===== config.mk =====
export PLATFORM = sky130hd
export DESIGN_NAME = scr1_dmem_router
export DESIGN_NICKNAME = d
export VERILOG_FILES = /design/src/rtl/scr1_dmem_router_pkg.sv /design/src/rtl/scr1_dmem_router.sv
export SDC_FILE = /design/constraint.sdc
export NUM_CORES = 1
export LEC_CHECK = 0
export BUFFER_PORTS_ARGS = -buffer_cell sky130_fd_sc_hd__buf_4
export CORE_AREA = 8 8 115 117
export DETAILED_ROUTE_END_ITERATION = 16
export DIE_AREA = 0 0 123 125
export GPL_TIMING_DRIVEN = 0
export SLEW_MARGIN = 0
export SYNTH_ARGS = -nofsm -noshare
export SYNTH_HDL_FRONTEND = slang
export SYNTH_SLANG_ARGS = --single-unit
export TNS_END_PERCENT = 10

===== constraint.sdc =====
create_clock -name clk -period 1.35 [get_ports clk]
set_input_delay 0.0675 -clock clk [delete_from_list [all_inputs] [get_ports clk]]
set_output_delay 0.0675 -clock clk [all_outputs]
set_load 0.02 [all_outputs]

===== src/rtl/scr1_dmem_router_pkg.sv =====
// Shared memory-interface types and widths used by the data-memory router and its neighbours.
// Command, width and response encodings match the core's LSU bus.
package scr1_dmem_router_pkg;

   localparam int SCR1_DMEM_AWIDTH = 32;
   localparam int SCR1_DMEM_DWIDTH = 32;

   typedef enum logic {
      SCR1_MEM_CMD_RD = 1'b0,
      SCR1_MEM_CMD_WR = 1'b1
   } type_scr1_mem_cmd_e;

   typedef enum logic [1:0] {
      SCR1_MEM_WIDTH_BYTE  = 2'b00,
      SCR1_MEM_WIDTH_HWORD = 2'b01,
      SCR1_MEM_WIDTH_WORD  = 2'b10,
      SCR1_MEM_WIDTH_ERROR = 2'b11
   } type_scr1_mem_width_e;

   typedef enum logic [1:0] {
      SCR1_MEM_RESP_NOTRDY = 2'b00,
      SCR1_MEM_RESP_RDY_OK = 2'b01,
      SCR1_MEM_RESP_RDY_ER = 2'b10
   } type_scr1_mem_resp_e;

endpackage


===== src/rtl/scr1_dmem_router.sv =====
// Routes core data-memory requests to port 0 (address window match) or port 1 (default),
// keeping one transaction outstanding and returning the owning port's response.
module scr1_dmem_router
   import scr1_dmem_router_pkg::*;
#(
   parameter logic [SCR1_DMEM_AWIDTH-1:0] SCR1_PORT0_ADDR_MASK    = 32'hFFFF_0000,
   parameter logic [SCR1_DMEM_AWIDTH-1:0] SCR1_PORT0_ADDR_PATTERN = 32'h0048_0000
)(
   input  logic                         clk,
   input  logic                         rst,

   input  logic                         dmem_req_i,
   input  type_scr1_mem_cmd_e           dmem_cmd_i,
   input  type_scr1_mem_width_e         dmem_width_i,
   input  logic [SCR1_DMEM_AWIDTH-1:0]  dmem_addr_i,
   input  logic [SCR1_DMEM_DWIDTH-1:0]  dmem_wdata_i,
   output logic                         dmem_req_ack_o,
   output logic [SCR1_DMEM_DWIDTH-1:0]  dmem_rdata_o,
   output type_scr1_mem_resp_e          dmem_resp_o,

   output logic                         port0_req_o,
   output type_scr1_mem_cmd_e           port0_cmd_o,
   output type_scr1_mem_width_e         port0_width_o,
   output logic [SCR1_DMEM_AWIDTH-1:0]  port0_addr_o,
   output logic [SCR1_DMEM_DWIDTH-1:0]  port0_wdata_o,
   input  logic                         port0_req_ack_i,
   input  logic [SCR1_DMEM_DWIDTH-1:0]  port0_rdata_i,
   input  type_scr1_mem_resp_e          port0_resp_i,

   output logic                         port1_req_o,
   output type_scr1_mem_cmd_e           port1_cmd_o,
   output type_scr1_mem_width_e         port1_width_o,
   output logic [SCR1_DMEM_AWIDTH-1:0]  port1_addr_o,
   output logic [SCR1_DMEM_DWIDTH-1:0]  port1_wdata_o,
   input  logic                         port1_req_ack_i,
   input  logic [SCR1_DMEM_DWIDTH-1:0]  port1_rdata_i,
   input  type_scr1_mem_resp_e          port1_resp_i
);

   typedef enum logic {
      ST_IDLE = 1'b0,
      ST_WAIT = 1'b1
   } state_e;

   typedef enum logic {
      PORT0 = 1'b0,
      PORT1 = 1'b1
   } port_e;

   state_e                       r_state;
   state_e                       w_next_state;
   port_e                        r_port_sel;
   port_e                        w_next_port_sel;
   port_e                        w_sel;
   logic                         w_sel_ack;
   logic                         w_fwd;
   type_scr1_mem_resp_e          w_own_resp;
   logic [SCR1_DMEM_DWIDTH-1:0]  w_own_rdata;

   assign w_sel       = ((dmem_addr_i & SCR1_PORT0_ADDR_MASK) == SCR1_PORT0_ADDR_PATTERN) ? PORT0 : PORT1;
   assign w_sel_ack   = (w_sel == PORT0) ? port0_req_ack_i : port1_req_ack_i;
   assign w_own_resp  = (r_port_sel == PORT0) ? port0_resp_i  : port1_resp_i;
   assign w_own_rdata = (r_port_sel == PORT0) ? port0_rdata_i : port1_rdata_i;

   assign port0_cmd_o   = dmem_cmd_i;
   assign port0_width_o = dmem_width_i;
   assign port0_addr_o  = dmem_addr_i;
   assign port0_wdata_o = dmem_wdata_i;
   assign port1_cmd_o   = dmem_cmd_i;
   assign port1_width_o = dmem_width_i;
   assign port1_addr_o  = dmem_addr_i;
   assign port1_wdata_o = dmem_wdata_i;

   always_ff @(posedge clk or posedge rst) begin
      if (rst) begin
         r_state    <= ST_IDLE;
         r_port_sel <= PORT1;
      end else begin
         r_state    <= w_next_state;
         r_port_sel <= w_next_port_sel;
      end
   end

   // A completing response frees the bus in the same cycle, so a back-to-back request is forwarded immediately.
   always_comb begin
      w_next_state    = r_state;
      w_next_port_sel = r_port_sel;
      w_fwd           = 1'b0;
      port0_req_o     = 1'b0;
      port1_req_o     = 1'b0;
      dmem_req_ack_o  = 1'b0;
      dmem_resp_o     = SCR1_MEM_RESP_NOTRDY;
      dmem_rdata_o    = '0;

      case (r_state)
         ST_IDLE: begin
            w_fwd = 1'b1;
         end
         ST_WAIT: begin
            dmem_resp_o  = w_own_resp;
            dmem_rdata_o = w_own_rdata;
            w_fwd        = (w_own_resp != SCR1_MEM_RESP_NOTRDY);
         end
         default: begin
            w_fwd = 1'b1;
         end
      endcase

      if (w_fwd) begin
         if (w_sel == PORT0) begin
            port0_req_o = dmem_req_i;
         end else begin
            port1_req_o = dmem_req_i;
         end
         dmem_req_ack_o = w_sel_ack;
         if (dmem_req_i && w_sel_ack) begin
            w_next_state    = ST_WAIT;
            w_next_port_sel = w_sel;
         end else begin
            w_next_state = ST_IDLE;
         end
      end
   end

   always @(posedge clk) begin
      if (!rst) begin
         assert (!$isunknown(dmem_req_i));
         if (r_state == ST_WAIT) begin
            assert (!$isunknown(w_own_resp));
         end
         if (r_state == ST_IDLE) begin
            assert (dmem_resp_o == SCR1_MEM_RESP_NOTRDY);
         end
      end
   end

endmodule


======== Word-level counts from Yosys, hierarchy flattened ========
Index checks and enable logic that the tools add are counted.
cells by class
  equality and inequality tests ........... 1
  muxes and demuxes ....................... 13
  bitwise gates (word level) .............. 1
  reduce and logical (&&, ||, !) cells .... 3
operators by type and width
  cell                   number
  $mux W32               2
  $eq A16 B7 Y1 const B  1
  $mux W1                8
  $mux W2                2
  $pmux W1 S2            1
  $reduce_and A2 Y1      1
  $reduce_bool A2 Y1     1
  $logic_and A1 B1 Y1    1
  $not A1 Y1             1
word-level totals
  bits in registers ....................... 2
  bits of input ports ..................... 140
  output and inout port bits .............. 171
  word-level logic and storage cells ...... 20

======== Longest topological paths before layout ========
Gate-level depths: netlist of the first run.
  depth after elaboration ................. 4
  mapped depth ............................ 4

======== Worst setup path before layout of the first run ========
No wires, ideal clock.
  path type ............................... register to register
  from .................................... register r_port_sel
  to ...................................... register r_port_sel
  data arrival time ....................... 1.365 ns
  required time ........................... 1.256 ns
  slack ................................... -0.109 ns
  stages on the path, launching flop included .. 5
  buffers on the path ..................... 0
  path through ............................ dfstp_2 -> nor4b_4 -> a311o_1 -> nor2_1 -> a21oi_1
between the ends
  cells in the longest elaborated chain, start to end .. 4
RTL lines
  element                      RTL line                 text
  start: declaration           scr1_dmem_router.sv:52   port_e r_port_sel;
  start signal: assignment     scr1_dmem_router.sv:80   r_port_sel <= w_next_port_sel;
  $mux W2                      scr1_dmem_router.sv:62   assign w_own_resp = (r_port_sel == PORT0) ? port0_resp_i : port1_resp_i;
  $reduce_bool A2 Y1           scr1_dmem_router.sv:102  w_fwd = (w_own_resp != SCR1_MEM_RESP_NOTRDY);
  $pmux W1 S2                  scr1_dmem_router.sv:95   case (r_state)
  $reduce_and A2 Y1 (no line)  --
Every way passes these cells.
A chain may end at the register's enable or synchronous reset.

======== Worst setup path after layout of the first run ========
  from .................................... register r_port_sel
  to ...................................... output dmem_resp_o[0]
between the ends
  cells in the longest elaborated chain, start to end .. 2
RTL lines
  element           RTL line                text
  $mux W2           scr1_dmem_router.sv:62
  $mux W2           scr1_dmem_router.sv:95
  end: declaration  scr1_dmem_router.sv:19  output type_scr1_mem_resp_e dmem_resp_o,
Every way passes these cells.

==> results.toml, run 1 <==
[global_route]
antenna_found_initial = 0
grt_pass1_vias = 2566
grt_max_degree = 11
grt_pass1_wl_um = 13600
grt_use_total_pct = 10.8
grt_overflow = 0

[critical_path]
worstPathArrival_ns = 1.51
max_stage_delay_ns = 0.55
critPathTopFamily = "flip-flops"
cp_num_buf_inv = 3
cpMaxStageDelayCell = "dfstp_2"
cp_max_fo = 10
regToRegEndpoint = "r_port_sel"
worstPathRequired_ns = 1.28
path_cells = "buf_12, buf_12, mux2i_2, nor2b_1, buf_4"
r2r_start = "r_port_sel"
cp-end-kind = "output port"
crit_top_cell = "buf_12"
ff2ff_setup_slack_ns = -0.12
r2r_cells = 7
crit_path_start_kind = "flop"
crit_type = "flop to output port"

[yosys]
synthXorXnorAreaFrac_pct = 0
synthMuxAreaShare_pct = 18.9
synth_area_leaders = "buf_4 (54%), mux2i_1 (19%), nor2b_1 (12%)"
synth_compound_area_share_pct = 2.36
netlist_area_um2 = 1850
synth_top_cell_area_share_pct = 54.3
avgSynthCellArea_um2 = 7.99
synthAdderAreaFrac_pct = 0
ys_seq_area_share_pct = 2.77
ys_warn_count = 0
synth-simple-area-share_pct = 18.0
syn_inst = 232
synth_nets = 372
synth_top_family_by_area = "buffers and inverters"
ys_ff_latch = 2
synth_area_leader_cell = "buf_4"
synth_cell_types = 21

[routing]
num_vias = 2320
drt-initial-drc-count = 36
viasPerCell = 3.57
wl_met1_um = 2970
postRouteWirelength_um = 9310
drt-wirelength-per-cell_um = 14.3
wl_met3_um = 1260
ant_nets = 0
first_pass_iters = 4
wl_met2_um = 5060
drc = 0
highest_layer = "met4"

[finish]
antenna_cells = 0
final_core_util_pct = 36.7
syn_to_final_growth_pct = 130
final_net_count = 643
drive_gt1_share_pct = 84.7
stdcell_area_um2 = 4260

[clock_network]
cts_tree = "done"
clk_latency_ns = 0.22
cts_buffer_depth = 2
clock-root-buffer = "clkbuf_16"
clk_pin_slew_ns = 0.03
cts_buffers = 3
cts_num_sinks = 2
cts_htree_levels = 1

[floorplan]
core_um2 = 11600
start_util_pct = 16.0
row_count = 40
boundaryPins = 311
die_w_um = 123
die_h_um = 125
die_area_um2 = 15400

[timing]
worstMarginPinSlew_ns = 0.260
final_max_slew_viol_count = 0
setup_viol_count_final = 38
hold_violations = 0
fmax_mhz = 635
skew_ns = 0.000893
holdWs_ns = 0.135
fin_ws_ns = -0.224
relSlewSlack_pct = 82.2
fin_crit_sh_pct = 117
fin_tns_setup_ns = -6.90
rsz0062_at_grt = "yes"
layout_min_cycle_time_ns = 1.57

[run_status]
violations = "negative setup slack"
status = "finished, violations left"

[run]
maxCapViolations = 0

[power_and_ir_drop]
p_leak_nw = 2.54
ir_worst_vdd_mv = 0.933
powerDensity_nw_per_um2 = 468
power_mw = 1.99

[placed_design]
placed_cell_area_um2 = 3990
io_buffer_count = 259
dpl.hpwl_um = 8540
gp_congestion = 0.768

[worst_hold_path]
worst_hold_path.endpoint = "r_state"
whs_path_depth = 3
min_path_type = "primary input to flop"
hold_path.startpoint = "dmem_req_i"
==> routing by layer <==
metal	up-vias	GRT usage, %
li1	1153	-
met2	146	21.4
met5	-	0
met3	2	3.83
met1	1019	10.7
met4	0	0.496
==> layout make-up <==
class / instances / area (um2)
tap: 147 / 184
multi-input combinational: 86 / 788
fill: 1193 / 7350
clock buffer: 4 / 78.8
sequential: 2 / 51.3
timing repair buffer: 266 / 2040
buffer: 142 / 1110
inverter: 2 / 7.51
==> cell families (layout without fill, tap and decap cells) <==
| group | after synthesis | count (layout) |
|---|---|---|
| muxes | 35 | 35 |
| AOI/OAI and AO/OA | 6 | 6 |
| DFF | 2 | 2 |
| buffers and inverters | 144 | 414 |
| and+or+nand+nor | 45 | 45 |
==> metrics by stage <==
step                      instances  setup slack, ns
after CTS                       649           -0.246
after global routing            649           -0.286
after detailed placement        638           -0.252
after floorplan                 232         -0.00343
after global placement          638           -0.260
final                           649           -0.224
==> registers in the layout (all words and copies together) (netlist names) <==
| register | count |
|---|---|
| r_port_sel | 1 |
| r_state | 1 |
==> layout by cell type (no fill, tap or decap), drive strengths merged <==
cell type	instances
a41oi	1
dfstp	1
dlygate4sd3	2
nor4b	3
nor2	3
nand2	1
mux2i	35
nand4	1
a31oi	1
a21oi	1
clkbuf	6
a311oi	1
nor4	2
buf	404
inv	2
dfrtp	1
o21ai	1
nor2b	35
a311o	1
==> worst register-to-register path, stage by stage (launching register included) <==
cell     delay [ns]
dfstp_2        0.55
buf_6          0.11
nor4b_4        0.04
a311o_1        0.30
nor2_2         0.13
buf_4          0.13
buf_6          0.08
a21oi_2        0.04
==> worst max-delay path by stage <==
stage	from	endpoint	slack, ns	cells past startpoint
floorplan	r_port_sel	r_port_sel	-0.003	4
finish	r_port_sel	dmem_resp_o[0]	-0.22	5
CTS	r_port_sel	port0_req_o	-0.25	5
global placement	r_port_sel	dmem_rdata_o[5]	-0.26	5
detailed placement	r_port_sel	dmem_rdata_o[5]	-0.25	5
global route	r_port_sel	dmem_resp_o[0]	-0.29	5
==> power by group <==
part / leakage (nW) / internal [mW] / switching (mW)
sequential: 0.0231 / 0.0628 / 0.00205
clock: 0.0382 / 0.389 / 0.0738
combinational: 2.48 / 0.814 / 0.653
==> synthesized netlist by cell type <==
master and count:
dfrtp_1 1, mux2i_1 35, a31oi_1 1, o21ai_1 1, a311o_1 1, dfstp_2 1, nor4b_2 1, nor2b_1 35
inv_1 2, a311oi_1 1, a21oi_1 1, buf_2 1, buf_6 4, nand2_1 1, nor4b_4 2, a41oi_1 1
nor2_1 3, clkbuf_1 3, nor4_2 2, nand4_2 1, buf_4 134
==> what timing repair did <==
item	4_1_cts	5_1_grt
hold endpoints to repair	3	0
endpoints found under the setup margin	37	38
hold buffers	2	0
gates cloned	1	0
resized for setup	23	5
pin swaps	4	1
buffers inserted	4	0
Note: power is estimated with default switching activity, not from simulation.
==> run 2: changes to the inputs <==
--- a/config.mk
+++ b/config.mk
@@ -5,10 +5,11 @@
 export SDC_FILE = /design/constraint.sdc
 export NUM_CORES = 1
 export LEC_CHECK = 0
-export BUFFER_PORTS_ARGS = -buffer_cell sky130_fd_sc_hd__buf_4
+export ABC_AREA = 0
 export CORE_AREA = 8 8 115 117
 export DETAILED_ROUTE_END_ITERATION = 16
 export DIE_AREA = 0 0 123 125
+export DONT_BUFFER_PORTS = 1
 export GPL_TIMING_DRIVEN = 0
 export SLEW_MARGIN = 0
 export SYNTH_ARGS = -nofsm -noshare
==> constraint.sdc (replaced) <==
create_clock -name clk -period 1.8 [get_ports clk]
set_input_delay 0.09 -clock clk [delete_from_list [all_inputs] [get_ports clk]]
set_output_delay 0.09 -clock clk [all_outputs]
set_load 0.02 [all_outputs]
==> results.toml, run 2 (same netlist as run 1, synthesis figures left out) <==
[run_status]
status = "complete, no violations"

[clock_network]
cts_buffer_depth = 2
cts_buffers = 3
clk_latency_ns = 0.22
cts_num_sinks = 2
clk_pin_slew_ns = 0.03
clock-root-buffer = "clkbuf_16"
cts_tree = "done"
cts_htree_levels = 1

[critical_path]
cp_max_fo = 10
cp_num_buf_inv = 2
crit_type = "flop to output port"
max_stage_delay_ns = 0.57
path_cells = "buf_6, buf_6, mux2i_1, nor2b_1"
cpMaxStageDelayCell = "dfstp_2"
crit_path_start_kind = "flop"
critPathTopFamily = "flip-flops"
worstPathRequired_ns = 1.71
crit_top_cell = "buf_6"
cp-end-kind = "output port"
worstPathArrival_ns = 1.65

[placed_design]
gp_congestion = 0.788
pre_cts_slack_ns = 0.166
dpl.hpwl_um = 6560
numPlacedInstances = 379
io_buffer_count = 0

[floorplan]
row_count = 40
die_w_um = 123
die_area_um2 = 15400
start_util_pct = 16.0
die_h_um = 125
core_um2 = 11600
boundaryPins = 311

[power_and_ir_drop]
powerDensity_nw_per_um2 = 476
power_mw = 1.03
ir_worst_vdd_mv = 0.604
p_leak_nw = 1.24

[timing]
fin_ws_ns = 0.0553
setup_viol_count_final = 0
worstMarginPinSlew_ns = 0.531
hold_violations = 0
skew_ns = 0.00298
fin_tns_setup_ns = 0
relSlewSlack_pct = 64.8
fmax_mhz = 573
layout_min_cycle_time_ns = 1.74
final_max_slew_viol_count = 0
fin_crit_sh_pct = 96.9
rsz0062_at_grt = "yes"

[routing]
drc = 0
drt-initial-drc-count = 52
viasPerCell = 3.76
ant_nets = 0
num_vias = 1446
first_pass_iters = 4
postRouteWirelength_um = 7190
drt-wirelength-per-cell_um = 18.7

[global_route]
grt_pass1_vias = 1707
antenna_found_initial = 0
grt_overflow = 0
grt_use_total_pct = 7.95
grt_pass1_wl_um = 10100
grt_max_degree = 11

[finish]
antenna_cells = 0
final_common_cell = "buf_4"
final_cell_mix = "buf_4 (134), mux2i_1 (35), nor2b_1 (23)"
final_net_count = 379
fin_cells = 385
drive_gt1_share_pct = 68.1
reg_top3 = "r_port_sel: 1 flops, r_state: 1 flops"
syn_to_final_growth_pct = 17.2

[run]
maxCapViolations = 0

[worst_hold_path]
min_path_type = "primary input to flop"
-- run 2: cell types whose count changed in the layout (fill, tap and decap cells not counted), moves of 2 or more --
cell / before / now
mux2i_2: 3 / 0
mux2i_1: 30 / 35
mux2i_4: 2 / 0
buf_4: 392 / 134
nor2b_2: 1 / 12
clkbuf_2: 2 / 0
clkbuf_1: 1 / 4
buf_12: 4 / 0
nor2b_1: 34 / 23
-- run 2: repair_timing --
item                                    in CTS  in global routing
setup buffers                                0                  0
pin swaps                                    0                  0
endpoints found under the setup margin       3                 21
hold buffers                                 2                  0
gates resized for setup                      4                  9
hold endpoints to repair                     3                  0
-- run 2: area by class of cell --
cell class              count  area, um2
plain buffers             142       1070
inverters                   2       7.51
well taps                 147        184
clock buffers               4       78.8
multi-input cells          86        764
repair buffers              2       20.0
flip-flops and latches      2       51.3
fillers                  1305       9440
-- run 2: where the power goes --
group          internal, mW  switching, mW
logic                 0.256          0.380
clock network         0.292         0.0574
registers            0.0471        0.00142
total                 0.595          0.439
-- run 2: final timing paths --
kind                                 start          endpoint  slack [ns]  cells after the start
worst min-delay path            dmem_req_i           r_state        0.03                      2
worst max register to register  r_port_sel        r_port_sel        0.17                      4
max in group asynchronous              rst        r_port_sel        1.42                      2
worst min register to register     r_state           r_state        0.78                      3
worst max-delay path            r_port_sel  dmem_rdata_o[13]        0.06                      4
min in group asynchronous              rst           r_state        0.18                      2
-- run 2: metal layers --
metal / wire (um) / track usage, %
met3: 951 / 2.34
met2: 3750 / 15.2
met1: 2480 / 8.50
met4: 0 / 0.921
met5: 0 / 0
-- run 2: stage by stage --
stage | util [%] | hold WS [ns] | area (um2)
after CTS | 18.5 | 0.0281 | 2150
after floorplan | - | -0.170 | 1850
after detailed placement | 17.6 | -0.156 | 2040
after global placement | 17.6 | -0.164 | 2040
after global routing | 18.7 | 0.0417 | 2170
final | 18.7 | 0.0312 | 2170
==> run 3: changes to the inputs <==
--- a/config.mk
+++ b/config.mk
@@ -10,7 +10,7 @@
 export DETAILED_ROUTE_END_ITERATION = 16
 export DIE_AREA = 0 0 123 125
 export DONT_BUFFER_PORTS = 1
-export GPL_TIMING_DRIVEN = 0
+export GPL_TIMING_DRIVEN = 1
 export SLEW_MARGIN = 0
 export SYNTH_ARGS = -nofsm -noshare
 export SYNTH_HDL_FRONTEND = slang
==> results.toml, run 3 (same netlist as run 1, synthesis figures left out) <==
[power_and_ir_drop]
pwr-share-clk_pct = 55.1
p_seq_share_pct = 7.6
p_leak_nw = 0.781
ir_worst_vdd_mv = 0.313
power_uw = 639
p_comb_share_pct = 37.3
switching_share_pct = 29.0
intPower_uw = 454
powerDensity_nw_per_um2 = 457
switchingPower_uw = 185

[floorplan]
die_h_um = 125
core_um2 = 11600
start_util_pct = 16.0
die_area_um2 = 15400
row_count = 40
die_w_um = 123
boundaryPins = 311

[critical_path]
r2r_start = "r_port_sel"
worstPathArrival_ns = 1.51
r2r_cells = 4
cp-end-kind = "output port"
crit_type = "flop to output port"
ff2ff_setup_slack_ns = 0.51
worstPathRequired_ns = 1.71
regToRegEndpoint = "r_port_sel"
crit_path_start_kind = "flop"
cp_max_fo = 4

[timing]
worstMarginPinSlew_ns = 0.262
fmax_mhz = 626
fin_crit_sh_pct = 88.8
holdWs_ns = 0.0480
fin_tns_setup_ns = 0
relSlewSlack_pct = 82.4
layout_min_cycle_time_ns = 1.60
hold_violations = 0
skew_ns = 0.00168
final_max_slew_viol_count = 0
setup_viol_count_final = 0
rsz0062_at_grt = "no"

[worst_hold_path]
hold_path.startpoint = "dmem_req_i"
whs_path_depth = 2
min_path_type = "primary input to flop"
worst_hold_path.endpoint = "r_state"

[finish]
antenna_cells = 0
reg_top3 = "r_port_sel: 1 flops, r_state: 1 flops"
final_common_cell = "buf_4"
n_fill_cell = 1336
stdcell_area_um2 = 1400
final_cell_mix = "buf_4 (41), mux2i_1 (35), nor2b_1 (35)"
final_net_count = 279
drive_gt1_share_pct = 37.7
final_core_util_pct = 12.0
syn_to_final_growth_pct = -24.6

[global_route]
use_met1_pct = 5.69
grt_use_total_pct = 5.46
antenna_found_initial = 0
grt_pass1_wl_um = 6660
use_met3_pct = 3.15
grt_busiest_layer = "met2"
grt_util_met2_pct = 8.10
grt_max_degree = 27
grt_overflow = 0
grt_pass1_vias = 1105

[routing]
drt-wirelength-per-cell_um = 16.8
drt-initial-drc-count = 28
viasPerCell = 3.61
drc = 0
ant_nets = 0
postRouteWirelength_um = 4790
num_vias = 1028
first_pass_iters = 4

[clock_network]
cts_buffer_depth = 2
cts_htree_levels = 1
clock-root-buffer = "clkbuf_16"
cts_tree = "done"
clk_pin_slew_ns = 0.03
cts_num_sinks = 2
cts_buffers = 3
clk_latency_ns = 0.22

[placed_design]
io_buffer_count = 0
dpl.hpwl_um = 4210
placed_cell_area_um2 = 1300
gp_congestion = 0.732

[run_status]
status = "complete, no violations"

[run]
maxCapViolations = 0
[run 3: cell type report]
cell class / instances / area [um2] / area share (%)
multi-input combinational: 86 / 728 / 52.1
timing repair buffer: 44 / 348 / 24.9
tap: 147 / 184 / 13.2
clock buffer: 4 / 78.8 / 5.64
sequential: 2 / 51.3 / 3.67
inverter: 2 / 7.51 / 0.537
[run 3: power groups by stage]
stage | clock network [mW] | registers (mW) | logic [mW]
floorplan | 0 | 0.0484 | 0.580
detailed placement | 0 | 0.0489 | 0.239
global route | 0.364 | 0.0487 | 0.256
CTS | 0.359 | 0.0485 | 0.243
global placement | 0 | 0.0489 | 0.235
finish | 0.352 | 0.0485 | 0.238
[run 3: per-layer routing]
metal | up-vias | part of all wire (%)
met3 | 35 | 19
li1 | 427 | -
met2 | 108 | 44
met5 | - | 0
met1 | 458 | 33
met4 | 0 | 4.5
[run 3: stage by stage]
| step | worst slack, ns | cells |
|---|---|---|
| finish | 0.202 | 285 |
| CTS | 0.165 | 285 |
| floorplan | 0.341 | 232 |
| detailed placement | 0.394 | 279 |
| global route | 0.135 | 285 |
| global placement | 0.425 | 279 |
[run 3: worst max path at each step]
stage	startpoint	end	slack (ns)	cells past startpoint
after floorplan	r_port_sel	r_port_sel	0.34	4
after global placement	r_port_sel	dmem_rdata_o[9]	0.42	4
after detailed placement	r_port_sel	dmem_rdata_o[9]	0.39	4
after CTS	r_port_sel	dmem_rdata_o[9]	0.16	4
after global routing	r_port_sel	dmem_rdata_o[9]	0.13	4
final	r_port_sel	port0_req_o	0.20	4
[run 3: what timing repair did]
action / in CTS / in global routing
gates resized for setup: 0 / 0
setup endpoints to repair: 0 / 0
buffers inserted: 0 / 0
hold endpoints to repair: 3 / 0
hold buffers: 2 / 0
[run 3: critical path: stages, from the launching register on]
cell     delay (ns)
dfstp_2        0.59
nor4b_4        0.07
a311o_1        0.34
nor2_1         0.13
buf_4          0.16
